[config.mk]
export PLATFORM = sky130hd
export DESIGN_NAME = cv32e40s_sha256_unit
export DESIGN_NICKNAME = d
export VERILOG_FILES = /design/src/rtl/cv32e40s_sha256_unit.sv
export SDC_FILE = /design/constraint.sdc
export NUM_CORES = 1
export LEC_CHECK = 0
export ABC_AREA = 1
export ABC_CLOCK_PERIOD_IN_PS = 1670
export CORE_ASPECT_RATIO = 0.75
export CORE_MARGIN = 10
export CORE_UTILIZATION = 50
export DETAILED_ROUTE_END_ITERATION = 12
export PLACE_DENSITY_LB_ADDON = 0.3
export SYNTH_ARGS = -nofsm -noshare
export SYNTH_HDL_FRONTEND = slang
export SYNTH_SLANG_ARGS = --single-unit
[constraint.sdc]
create_clock -name clk -period 1.67 [get_ports clk]
set_input_delay 0.4175 -clock clk [delete_from_list [all_inputs] [get_ports clk]]
set_output_delay 0.4175 -clock clk [all_outputs]
set_load 0.02 [all_outputs]
[src/rtl/cv32e40s_sha256_unit.sv]
// Two-stage SHA-256 sigma/sum unit (Zknh) sitting between ID/EX and writeback.
// Optional redundant-compute checker enabled by defining CV32E40S_SHA256_REDUNDANT_EN.
module cv32e40s_sha256_unit #(
   parameter int          TAG_W        = 5,
   parameter logic [31:0] RESET_RESULT = 32'h0
) (
   input  logic             clk,
   input  logic             rst_n,
   input  logic             valid_i,
   output logic             ready_o,
   input  logic [1:0]       op_i,
   input  logic [31:0]      rs1_i,
   input  logic [TAG_W-1:0] tag_i,
   input  logic             kill_i,
   output logic             valid_o,
   input  logic             ready_i,
   output logic [31:0]      result_o,
   output logic [TAG_W-1:0] tag_o,
   output logic             busy_o,
   output logic             alert_major_o
);

   typedef enum logic [1:0] {
      OP_SUM0 = 2'b00,
      OP_SUM1 = 2'b01,
      OP_SIG0 = 2'b10,
      OP_SIG1 = 2'b11
   } sha_op_e;

   function automatic logic [31:0] ror32(input logic [31:0] x, input int n);
      return (x >> n) | (x << (32 - n));
   endfunction

   logic [31:0]      term0_next, term1_next, term2_next;
   logic [31:0]      s1_term0_reg, s1_term1_reg, s1_term2_reg;
   logic [TAG_W-1:0] s1_tag_reg;
   logic             s1_valid_reg;
   logic             s2_valid_reg;
   logic [31:0]      result_reg;
   logic [TAG_W-1:0] tag_reg;
   logic [31:0]      result_next;
   logic             s2_free;
   logic             s1_adv;
   logic             accept;

   assign s2_free = !s2_valid_reg || ready_i;
   assign s1_adv  = s1_valid_reg && s2_free;
   assign ready_o = !kill_i && (!s1_valid_reg || s2_free);
   assign accept  = valid_i && ready_o;

   assign valid_o  = s2_valid_reg;
   assign result_o = result_reg;
   assign tag_o    = tag_reg;
   assign busy_o   = s1_valid_reg || s2_valid_reg;

   always_comb begin
      term0_next = '0;
      term1_next = '0;
      term2_next = '0;
      case (sha_op_e'(op_i))
         OP_SUM0: begin
            term0_next = ror32(rs1_i, 2);
            term1_next = ror32(rs1_i, 13);
            term2_next = ror32(rs1_i, 22);
         end
         OP_SUM1: begin
            term0_next = ror32(rs1_i, 6);
            term1_next = ror32(rs1_i, 11);
            term2_next = ror32(rs1_i, 25);
         end
         OP_SIG0: begin
            term0_next = ror32(rs1_i, 7);
            term1_next = ror32(rs1_i, 18);
            term2_next = rs1_i >> 3;
         end
         default: begin
            term0_next = ror32(rs1_i, 17);
            term1_next = ror32(rs1_i, 19);
            term2_next = rs1_i >> 10;
         end
      endcase
   end

   assign result_next = s1_term0_reg ^ s1_term1_reg ^ s1_term2_reg;

   always_ff @(posedge clk) begin
      if (!rst_n) begin
         s1_valid_reg <= 1'b0;
         s1_term0_reg <= '0;
         s1_term1_reg <= '0;
         s1_term2_reg <= '0;
         s1_tag_reg   <= '0;
      end else if (kill_i) begin
         s1_valid_reg <= 1'b0;
      end else if (accept) begin
         s1_valid_reg <= 1'b1;
         s1_term0_reg <= term0_next;
         s1_term1_reg <= term1_next;
         s1_term2_reg <= term2_next;
         s1_tag_reg   <= tag_i;
      end else if (s1_adv) begin
         s1_valid_reg <= 1'b0;
      end
   end

   // Output registers only load on a real advance, so they keep their last value when idle.
   always_ff @(posedge clk) begin
      if (!rst_n) begin
         s2_valid_reg <= 1'b0;
         result_reg   <= RESET_RESULT;
         tag_reg      <= '0;
      end else if (kill_i) begin
         s2_valid_reg <= 1'b0;
      end else if (s1_adv) begin
         s2_valid_reg <= 1'b1;
         result_reg   <= result_next;
         tag_reg      <= s1_tag_reg;
      end else if (ready_i) begin
         s2_valid_reg <= 1'b0;
      end
   end

`ifdef CV32E40S_SHA256_REDUNDANT_EN
   logic [31:0] s1_rs1_reg;
   logic [1:0]  s1_op_reg;
   logic [31:0] dup_result;
   logic        alert_reg;

   always_ff @(posedge clk) begin
      if (!rst_n) begin
         s1_rs1_reg <= '0;
         s1_op_reg  <= '0;
      end else if (!kill_i && accept) begin
         s1_rs1_reg <= rs1_i;
         s1_op_reg  <= op_i;
      end
   end

   // Independent formulation: rotations as explicit concatenations of the raw operand.
   always_comb begin
      dup_result = '0;
      unique case (s1_op_reg)
         2'b00: dup_result = {s1_rs1_reg[1:0],  s1_rs1_reg[31:2]}
                           ^ {s1_rs1_reg[12:0], s1_rs1_reg[31:13]}
                           ^ {s1_rs1_reg[21:0], s1_rs1_reg[31:22]};
         2'b01: dup_result = {s1_rs1_reg[5:0],  s1_rs1_reg[31:6]}
                           ^ {s1_rs1_reg[10:0], s1_rs1_reg[31:11]}
                           ^ {s1_rs1_reg[24:0], s1_rs1_reg[31:25]};
         2'b10: dup_result = {s1_rs1_reg[6:0],  s1_rs1_reg[31:7]}
                           ^ {s1_rs1_reg[17:0], s1_rs1_reg[31:18]}
                           ^ {3'b000, s1_rs1_reg[31:3]};
         default: dup_result = {s1_rs1_reg[16:0], s1_rs1_reg[31:17]}
                             ^ {s1_rs1_reg[18:0], s1_rs1_reg[31:19]}
                             ^ {10'b0, s1_rs1_reg[31:10]};
      endcase
   end

   always_ff @(posedge clk) begin
      if (!rst_n) begin
         alert_reg <= 1'b0;
      end else begin
         alert_reg <= !kill_i && s1_adv && (dup_result != result_next);
      end
   end

   assign alert_major_o = alert_reg;
`else
   assign alert_major_o = 1'b0;
`endif

endmodule

# Yosys cells after proc, flatten, opt, wreduce, memory -nomap -nowiden

Index checks and enable logic that the tools add are counted.

Logic and storage cells: 46
Bits in registers: 140
Input port bits: 44

Reduce and logical (&&, ||, !) cells: 15
Equal/unequal tests: 2
Mux-type cells: 7
Bitwise gates (word level): 14

Operators by type and width:

| cell                                                                  | count |
|---|---|
| 32-bit one-hot mux with 3 select lines                                | 3 |
| 32-bit XOR                                                            | 2 |
| 10-bit by 32-bit bitwise OR with 32-bit output                        | 1 |
| 13-bit by 32-bit bitwise OR with 32-bit output                        | 1 |
| 14-bit by 32-bit bitwise OR with 32-bit output                        | 1 |
| 15-bit by 32-bit bitwise OR with 32-bit output                        | 1 |
| 19-bit by 32-bit bitwise OR with 32-bit output                        | 1 |
| 21-bit by 32-bit bitwise OR with 32-bit output                        | 1 |
| 25-bit by 32-bit bitwise OR with 32-bit output                        | 1 |
| 26-bit by 32-bit bitwise OR with 32-bit output                        | 1 |
| 30-bit by 32-bit bitwise OR with 32-bit output                        | 1 |
| 7-bit by 32-bit bitwise OR with 32-bit output                         | 1 |
| 1-bit 2-to-1 mux                                                      | 4 |
| 2-bit AND reduction                                                   | 2 |
| 2-bit nonzero test                                                    | 2 |
| 1-bit logical AND                                                     | 3 |
| 1-bit logical NOT                                                     | 3 |
| 1-bit logical OR                                                      | 3 |
| 2-bit by 1-bit equality test with 1-bit output, second input constant | 1 |
| 2-bit equality test, second input constant                            | 1 |
| 2-bit logical NOT                                                     | 1 |
| 1-bit NOT                                                             | 2 |
| 2-bit OR reduction                                                    | 1 |

# Depth between registers and ports, before layout

Gate-level depths: netlist (run 1).

Depth in word-level cells: 6
Depth in mapped cells: 9

# Worst setup path after synthesis (run 1)

No wires, ideal clock.

Kind: reg-to-reg
Start: register s2_valid_reg (netlist: valid_o)
End: register s1_term2_reg[20]
Data required time: 1.546 ns
Path buffers: 2
Setup slack: 0.285 ns
Stages on the path, launching flop included: 10
Clock period less this slack: 1.385 ns
Arrival: 1.261 ns
Cells stage by stage: dfxtp_1 inv_2 nor2_4 nand2_2 nand3_2 inv_2 buf_4 buf_4 nand2_1 a21oi_2

Cells in the longest elaborated chain, start to end: 6

RTL lines:

| item                          | line | text |
|---|---|---|
| start: declaration            | 38   | `logic s2_valid_reg;` |
| start signal: assignment      | 109  | `s2_valid_reg <= 1'b0;` |
| start signal: assignment      | 113  | `s2_valid_reg <= 1'b0;` |
| start signal: assignment      | 115  | `s2_valid_reg <= 1'b1;` |
| 1-bit logical NOT             | 46   | `assign s2_free = !s2_valid_reg \|\| ready_i;` |
| 1-bit logical OR              | 46   |  |
| 1-bit logical OR              | 48   | `assign ready_o = !kill_i && (!s1_valid_reg \|\| s2_free);` |
| 1-bit logical AND             | 48   |  |
| 1-bit logical AND             | 49   | `assign accept = valid_i && ready_o;` |
| 2-bit AND reduction (no line) | -    |  |
| end signal: assignment        | 99   | `s1_term2_reg <= term2_next;` |
| end: declaration              | 35   | `logic [31:0] s1_term0_reg, s1_term1_reg, s1_term2_reg;` |

Every way passes these cells.
A chain may end at the register's enable or synchronous reset.

# Final worst setup path (run 1)

Start: input port kill_i
End: output port ready_o

Cells in the longest elaborated chain, start to end: 2

RTL lines:

| item               | line | text |
|---|---|---|
| start: declaration | 14   | `input logic kill_i,` |
| 1-bit logical NOT  | 48   |  |
| 1-bit logical AND  | 48   |  |
| end: declaration   | 10   | `output logic ready_o,` |

Every way passes these cells.

==> key figures, run 1 <==
Logic synthesis
  • Cell type contributing the most total cell area after synthesis: dfxtp_1
  • Number of distinct library cells after synthesis: 22
  • Combinational family with the most area after synthesis: simple AND/OR/NAND/NOR gates
  • Area share of xor/xnor cells in the synthesized design: 7.72%
  • Compound-Gate Fraction of Synth Area: 12.9%
  • Number of flops mapped to enable cells by yosys: 0
  • Mapped Area: 6810 sq um
  • Net count after synthesis: 959
  • Synth Flop Type: dfxtp_1
  • Library cell with the highest instance count after synthesis: nand2_1
  • FFs w/ async S/R, synth: 0%
  • Proportion of synthesized chip area in sequential cells: 41.2%
  • Most used standard cells in the synthesized netlist: 238 x nand2_1, 140 x dfxtp_1, 121 x a21oi_1
  • Synth Area in Simple Gates: 31.4%
  • Number of instances in the synthesized netlist: 915
  • Average cell area after synthesis: 7.44 sq um
  • Proportion of netlist area held by the largest area contributor: 41.2%
  • Post-synthesis mux area share: 0%
  • Total of flip-flops plus latches after synthesis: 140
  • Area share of fa/ha/maj cells after synthesis: 0%
  • Top post-synthesis cells by area: dfxtp_1 41%, nand2_1 13%, a21oi_1 8.9%
  • Number of warnings reported in the yosys synthesis log: 0

Timing
  • Number of endpoints with negative hold slack in the final report: 0
  • Highest attainable clock frequency: 617 MHz
  • Final worst clock skew: 0.00595 ns
  • Worst path setup slack after routing: 0.0480 ns
  • Setup violators final: 0
  • Tmin final: 1.62 ns
  • Worst Tran Pin Value: 0.560 ns
  • Fraction of the cycle the final worst path needs: 97.1%
  • RSZ-0062 raised after global routing: false
  • Slew Limit Fails: 0
  • Relative slew margins: 62.4%
  • Final total negative setup slack: 0 ns

Clock tree
  • Post_cts resized: 45
  • CTS H-tree depth: 4
  • TritonCTS sink count: 140
  • CTS tree: yes
  • Number of buffers added by the clock tree synthesis step: 17
  • CTS root buf: clkbuf_16
  • CTS Hold Bufs: 0
  • Worst-Skew Late Latency: 0.42 ns
  • Clock transition at the registers of the reported paths: 0.06 ns
  • Post-CTS Repair Setup Buffers: 0
  • Buffer levels on the longest clock path: 2

Power and ir drop
  • Pwr/cell area: 1000 nW/um^2
  • Worst IR Drop VDD: 734 uV
  • Leakage power total: 0.00351 uW

Critical path
  • Setup crit start kind: input port
  • End of the worst register-to-register path: s1_term2_reg[19]$_SDFFE_PN0P_
  • WP data required: 1.25 ns
  • Launch point of the worst reg-to-reg path: valid_o$_SDFFE_PP0P_
  • Worst Reg2Reg Path Length in Cells: 8
  • Worst path max stage delay: 0.48 ns
  • Cell family contributing the most delay on the critical path: buffers and inverters
  • Reg-to-reg setup timing slack: 0.25 ns
  • Critical path buffers and inverters: 4
  • Arrival time of the worst setup path: 1.20 ns
  • Maximum fanout count along the critical path: 2
  • Critical-path top delay cell: clkdlybuf4s50_1
  • Kind of end point of the critical path: primary output
  • Ordered cell list for the critical path: clkdlybuf4s50_1 -> inv_1 -> nand2_1 -> inv_1 -> buf_2
  • Setup Crit Path Kind: input port to primary output
  • Top cell by count, worst path: inv_1

Route
  • DRC viols: 0
  • Number of violations reported at the end of detailed-routing iteration 0: 977
  • Vias: 7,358
  • Vias per cell: 6.18
  • Number of nets still failing antenna checks after routing: 0
  • WL/cell: 22.0 microns
  • Total wire length: 26.2 mm
  • Pre-Repair DR Iteration Count: 6

Global route
  • Via count of the first global-routing pass: 6,917
  • Largest net degree at the start of global routing: 67
  • First-pass GRT wire length: 40.5 mm
  • Overflow left after global routing: 0
  • Tot GR Track Use: 27.5%
  • Number of antenna violations at the first check in global routing: 0

Floorplanning
  • Initial Utilization: 51.8%
  • Number of core rows: 36
  • Top-Level Pins: 85
  • Die span in y: 121 microns
  • Die Span X: 155 microns
  • Full die area: 18,700 sq um
  • Core Footprint: 13,200 sq um

Finish
  • Layout cell share with drive strength beyond 1: 12.0%
  • Final #Nets: 1,052
  • Core utilization of the finished layout: 65.1%
  • Post-synthesis to final-layout area growth: 25.7%

Min path
  • Worst hold path type: flop to flop
  • Hold EP: s1_tag_reg[4]$_SDFFE_PN0P_
  • Worst hold path depth: 2
  • Launch instance of the worst min-delay path: s1_tag_reg[4]$_SDFFE_PN0P_

Placed design
  • Detailed-placement wirelength estimate: 20.0 mm
  • Port bufs: 83
  • GPL Wtd Cong: 1.03
  • Post-placement worst setup slack: -0.472 ns

Outcome
  • Run status: finished clean

Flow run
  • Total of max-cap violations: 0
[cells in the final DEF, fill, tap and decap left out, types with 2 or more instances in the layout]
cell type,synthesis,routed
nand2_2,11,11
a21oi_1,121,121
nand2_1,238,238
clkinv_2,0,2
inv_1,10,9
buf_12,0,14
dlygate4sd2_1,0,39
clkinv_4,0,2
xor2_1,31,31
xnor2_1,29,29
buf_4,14,45
a21oi_2,10,10
clkbuf_16,0,17
clkinvlp_4,0,4
nor2_1,23,23
buf_2,26,3
nand4_1,86,86
inv_6,0,2
dfxtp_1,140,140
nand3_1,103,103
inv_2,4,5
clkdlybuf4s50_1,0,40
o21ai_1,37,37
[tightest hold or removal path: stages (launching register included)]
cell,delay [ns]
dfxtp_1,0.31
nand2_1,0.06
a21oi_1,0.05
[power by group]
part | internal [uW] | switching (uW) | total [uW]
combinational | 524 | 881 | 1400
sequential | 3480 | 95.9 | 3580
clock | 2090 | 1530 | 3620
[through the flow]
stage	hold slack (ns)	instances	area [sq um]	power, uW
final	0.466	1191	8560	8600
after detailed placement	0.458	1160	8060	5020
after CTS	0.466	1190	8560	8570
after global placement	0.452	1160	8060	5010
after global routing	0.487	1190	8560	8860
after floorplan	0.443	915	6810	4410
[worst max path at each step]
stage / start / to / slack [ns] / cells after the start
after detailed placement: ready_i / ready_o / -0.47 / 6
after global placement: ready_i / ready_o / -0.46 / 6
after global routing: kill_i / ready_o / 0.002 / 5
final: kill_i / ready_o / 0.05 / 5
after floorplan: valid_o$_SDFFE_PP0P_ / s1_term2_reg[20]$_SDFFE_PN0P_ / 0.28 / 9
after CTS: s1_valid_reg$_SDFFE_PP0P_ / busy_o / 0.01 / 3
[area by class of cell]
class                      instances  area [sq um]
fill                            1129          4590
inverter                          14          52.6
multi-input combinational        693          3550
tap                              171           214
clock inverter                    12           116
antenna                            1          2.50
clock buffer                      18           439
sequential                       140          2800
timing repair buffer             142          1380
[per-layer routing]
metal | vias to the layer above | share of wire [%] | global-route usage, %
met5 | - | 0 | 0
met4 | 0 | 2.7 | 8.60
met3 | 61 | 13 | 9.88
met2 | 459 | 42 | 40.7
met1 | 3485 | 42 | 36.6
li1 | 3353 | - | -
[kinds of logic (layout without fill, tap and decap cells)]
| logic type | count (synthesis) | in the layout |
|---|---|---|
| other | 1 | 2 |
| buffers and inverters | 82 | 186 |
| XOR/XNOR | 60 | 60 |
| AO/OA/AOI/OAI | 168 | 168 |
| AND/OR/NAND/NOR | 464 | 464 |
| flip-flops | 140 | 140 |
Note: power is estimated with default switching activity, not from simulation.
==> run 2, diff against run 1 <==
--- a/config.mk
+++ b/config.mk
@@ -5,7 +5,6 @@
 export SDC_FILE = /design/constraint.sdc
 export NUM_CORES = 1
 export LEC_CHECK = 0
-export ABC_AREA = 1
 export ABC_CLOCK_PERIOD_IN_PS = 1670
 export CORE_ASPECT_RATIO = 0.75
 export CORE_MARGIN = 10
==> run 2 against run 1 <==
  * Clock-buffer cell count rose by 1
  * Hold slack got worse by 0.0013 ns
  * The run now ends with negative setup slack left
  * Cell area up 14%
  * Largest cell class unchanged
==> key figures, run 2 <==
Finish
  • Layout cell share with drive strength beyond 1: 25.2% (+13 points)
  • Sequential standard cell area: 2800 sq um (unchanged)
  • Final #Nets: 960 (-8.7%)
  • Area of the multi-input gates: 4030 sq um (+13%)
  • Post-synthesis to final-layout area growth: 33.9%
  • Most frequent standard cell in the layout excluding fill and tap cells: dfxtp_1
  • Filler Cells Inserted: 1,151 (+1.9%)
  • Commonest cells after routing, fill and taps aside: 140 x dfxtp_1, 112 x buf_4, 44 x xnor2_1
  • Inserted Diodes: 0 (-1)

Route
  • WL/cell: 27.2 microns (+24%)
  • Total wire length: 30.7 mm (+17%)
  • Number of violations reported at the end of detailed-routing iteration 0: 891 (-8.8%)
  • DRC viols: 0 (unchanged)
  • Vias per cell: 6.35 (+2.8%)
  • Vias: 7,172 (-2.5%)
  • Pre-Repair DR Iteration Count: 6 (unchanged)
  • Number of nets still failing antenna checks after routing: 0 (unchanged)

Power and ir drop
  • Tot Pwr: 9000 uW (+4.7%)
  • Clock network fraction of total power: 40.4% (-1.7 points)
  • Switching power total: 2620 uW (+4.5%)
  • Cell internal power dissipation: 6380 uW (+4.7%)
  • Worst IR Drop VDD: 652 uV (-11%)
  • Power share of the combinational group: 19.2% (+2.9 points)
  • Switching share of power: 29.1% (-0.056 points)
  • Leakage power total: 0.00399 uW (+14%)
  • Pwr/cell area: 919 nW/um^2 (-8.5%)
  • Flop pwr share: 40.3% (-1.3 points)

Placed design
  • Port bufs: 83 (unchanged)
  • Detailed-placement wirelength estimate: 21.3 mm (+6.5%)
  • GPL Wtd Cong: 1.03 (-0.27%)

Flow run
  • Total of max-cap violations: 0 (unchanged)

Min path
  • Worst hold path depth: 2 (unchanged)
  • Worst hold path type: flop to flop

Critical path
  • Worst path max stage delay: 0.70 ns (+0.22 ns)
  • Number of logic stages on the critical path including buffering: 4 (-1)
  • Setup Crit Path Kind: input port to flop
  • Worst Reg2Reg Path Length in Cells: 6 (-2)
  • Ordered cell list for the critical path: clkdlybuf4s50_1 -> or2_2 -> a21oi_1 -> o32ai_1
  • Kind of end point of the critical path: flop
  • WP data required: 1.97 ns (+0.72 ns)
  • Critical path buffers and inverters: 1 (-3)
  • Cell family contributing the most delay on the critical path: buffers and inverters
  • Arrival time of the worst setup path: 2.00 ns (+0.80 ns)
  • Maximum fanout count along the critical path: 7 (+5)
  • Setup crit start kind: input port
  • Critical-path top delay cell: clkdlybuf4s50_1

Logic synthesis
  • Number of warnings reported in the yosys synthesis log: 0 (unchanged)
  • Top post-synthesis cells by area: dfxtp_1 38%, mux4_2 8.9%, xnor2_1 5.3%
  • Synth Flop Type: dfxtp_1
  • FFs w/ async S/R, synth: 0% (unchanged)
  • Proportion of synthesized chip area in sequential cells: 38.3% (-2.9 points)
  • Proportion of netlist area held by the largest area contributor: 38.3% (-2.9 points)
  • Total of flip-flops plus latches after synthesis: 140 (unchanged)
  • Most used standard cells in the synthesized netlist: 140 x dfxtp_1, 44 x xnor2_1, 43 x a21oi_1
  • Number of distinct library cells after synthesis: 44 (+100%)
  • Average cell area after synthesis: 9.80 sq um (+32%)
  • Net count after synthesis: 791 (-18%)
  • Library cell with the highest instance count after synthesis: dfxtp_1
  • Mapped Area: 7320 sq um (+7.4%)
  • Number of instances in the synthesized netlist: 747 (-18%)
  • Number of flops mapped to enable cells by yosys: 0 (unchanged)
  • Cell type contributing the most total cell area after synthesis: dfxtp_1

Floorplanning
  • Top-Level Pins: 85 (unchanged)
  • Die Span X: 160 microns (+3.2%)
  • Initial Utilization: 50.8% (-0.99 points)
  • Die span in y: 125 microns (+3.1%)
  • Full die area: 19,900 sq um (+6.3%)
  • Number of core rows: 38 (+5.6%)
  • Core Footprint: 14,400 sq um (+9.5%)

Timing
  • Number of endpoints with negative hold slack in the final report: 0 (unchanged)
  • Setup violators final: 32 (+32)
  • Tmin final: 1.70 ns (+0.0814 ns)
  • Worst path setup slack after routing: -0.0334 ns (-0.0814 ns)
  • Fraction of the cycle the final worst path needs: 102% (+4.9 points)
  • Final worst clock skew: 0.00713 ns (+0.00118 ns)
  • Highest attainable clock frequency: 587 MHz (-4.8%)
  • Slew Limit Fails: 0 (unchanged)
  • Worst Tran Pin Value: 0.749 ns (+0.188 ns)
  • Fin Hold WS: 0.464 ns (-0.00125 ns)
  • Relative slew margins: 49.7% (-13 points)

Clock tree
  • Clock transition at the registers of the reported paths: 0.06 ns (about the same)
  • Buffer levels on the longest clock path: 2 (unchanged)
  • TritonCTS sink count: 140 (unchanged)
  • Worst-Skew Late Latency: 0.43 ns (about the same)
  • CTS Hold Bufs: 0 (unchanged)
  • CTS tree: yes
  • CTS root buf: clkbuf_16
  • CTS H-tree depth: 4 (unchanged)
  • Number of buffers added by the clock tree synthesis step: 17 (unchanged)

Global route
  • Number of antenna violations at the first check in global routing: 0 (unchanged)
  • Overflow left after global routing: 0 (unchanged)
  • First-pass GRT wire length: 43.6 mm (+7.7%)
  • Largest net degree at the start of global routing: 39 (-42%)
  • Tot GR Track Use: 28.5% (+0.97 points)
  • Via count of the first global-routing pass: 6,916 (-0.014%)

Outcome
  • Run status: finished with violations
  • Violations in the final reports: negative setup slack
==> run 2: metal layers <==
metal,track usage [%],part of all wire [%]
met1,38.4,42
met4,10.9,3.1
met5,0,0
met3,7.93,12
met2,42.3,43
==> run 2: layout make-up <==
cell class                      count  share of cell area [%]
Multi-Input combinational cell    508                    41.1
Clock buffer                       19                    4.42
Tap cell                          200                    2.55
Timing Repair Buffer              215                    20.8
Sequential cell                   140                    28.6
Inverter                           34                    1.30
Clock inverter                     13                    1.20
==> run 2: path summary, 6_finish.rpt <==
kind | startpoint | to | slack [ns]
setup / recovery | rs1_i[5] | s1_term2_reg[15]$_SDFFE_PN0P_ | -0.03
hold / removal | result_o[6]$_SDFFE_PN0P_ | result_o[6]$_SDFFE_PN0P_ | 0.46
setup reg to reg | valid_o$_SDFFE_PP0P_ | s1_term1_reg[26]$_SDFFE_PN0P_ | -0.02
hold reg to reg | result_o[6]$_SDFFE_PN0P_ | result_o[6]$_SDFFE_PN0P_ | 0.46
==> run 2: worst min-delay path: stages (launching register included) <==
cell and delay (ns):
dfxtp_1 0.31, nand2_1 0.05, o22ai_1 0.06
==> run 2: repair_timing <==
item / CTS / global route
gates cloned: 1 / 7
gates resized for setup: 48 / 13
endpoints found under the setup margin: 51 / 56
setup buffers: 0 / 5
pin swaps: 4 / 5
==> run 2: stage by stage <==
stage	area, sq um	TNS (ns)	setup WS (ns)	instances	util (%)
after global placement	9090	-35.97	-0.528	1084	63.1
after floorplan	7320	0	0.0824	747	-
after detailed placement	9090	-44.30	-0.575	1084	63.1
after global routing	9800	-0.172	-0.0384	1129	68.0
final	9800	-0.394	-0.0334	1129	68.0
after CTS	9590	-0.105	-0.104	1117	66.6
==> run 2: power groups by stage <==
stage / Clock [uW] / Sequential [uW] / Combinational, uW
global placement: 0 / 3690 / 1610
CTS: 3640 / 3630 / 1640
global route: 3780 / 3640 / 1800
floorplan: 0 / 3680 / 912
finish: 3640 / 3630 / 1730
detailed placement: 0 / 3700 / 1640
==> run 2: cell families after synthesis <==
group                     Yosys count  share of synthesized area (%)
AOI/OAI and AO/OA                 231                           22.9
and+or+nand+nor                   149                           10.4
DFF                               140                           38.3
buffers and inverters             102                           7.37
xor gates and xnor gates           64                           7.66
muxes                              60                           13.3
other                               1                         0.0513
==> run 3, diff against run 2 <==
--- a/config.mk
+++ b/config.mk
@@ -9,6 +9,7 @@
 export CORE_ASPECT_RATIO = 0.75
 export CORE_MARGIN = 10
 export CORE_UTILIZATION = 50
+export CTS_CLUSTER_SIZE = 12
 export DETAILED_ROUTE_END_ITERATION = 12
 export PLACE_DENSITY_LB_ADDON = 0.3
 export SYNTH_ARGS = -nofsm -noshare
==> results of run 3 <==
The final DEF is identical to that of run 2; final timing and power are the same.
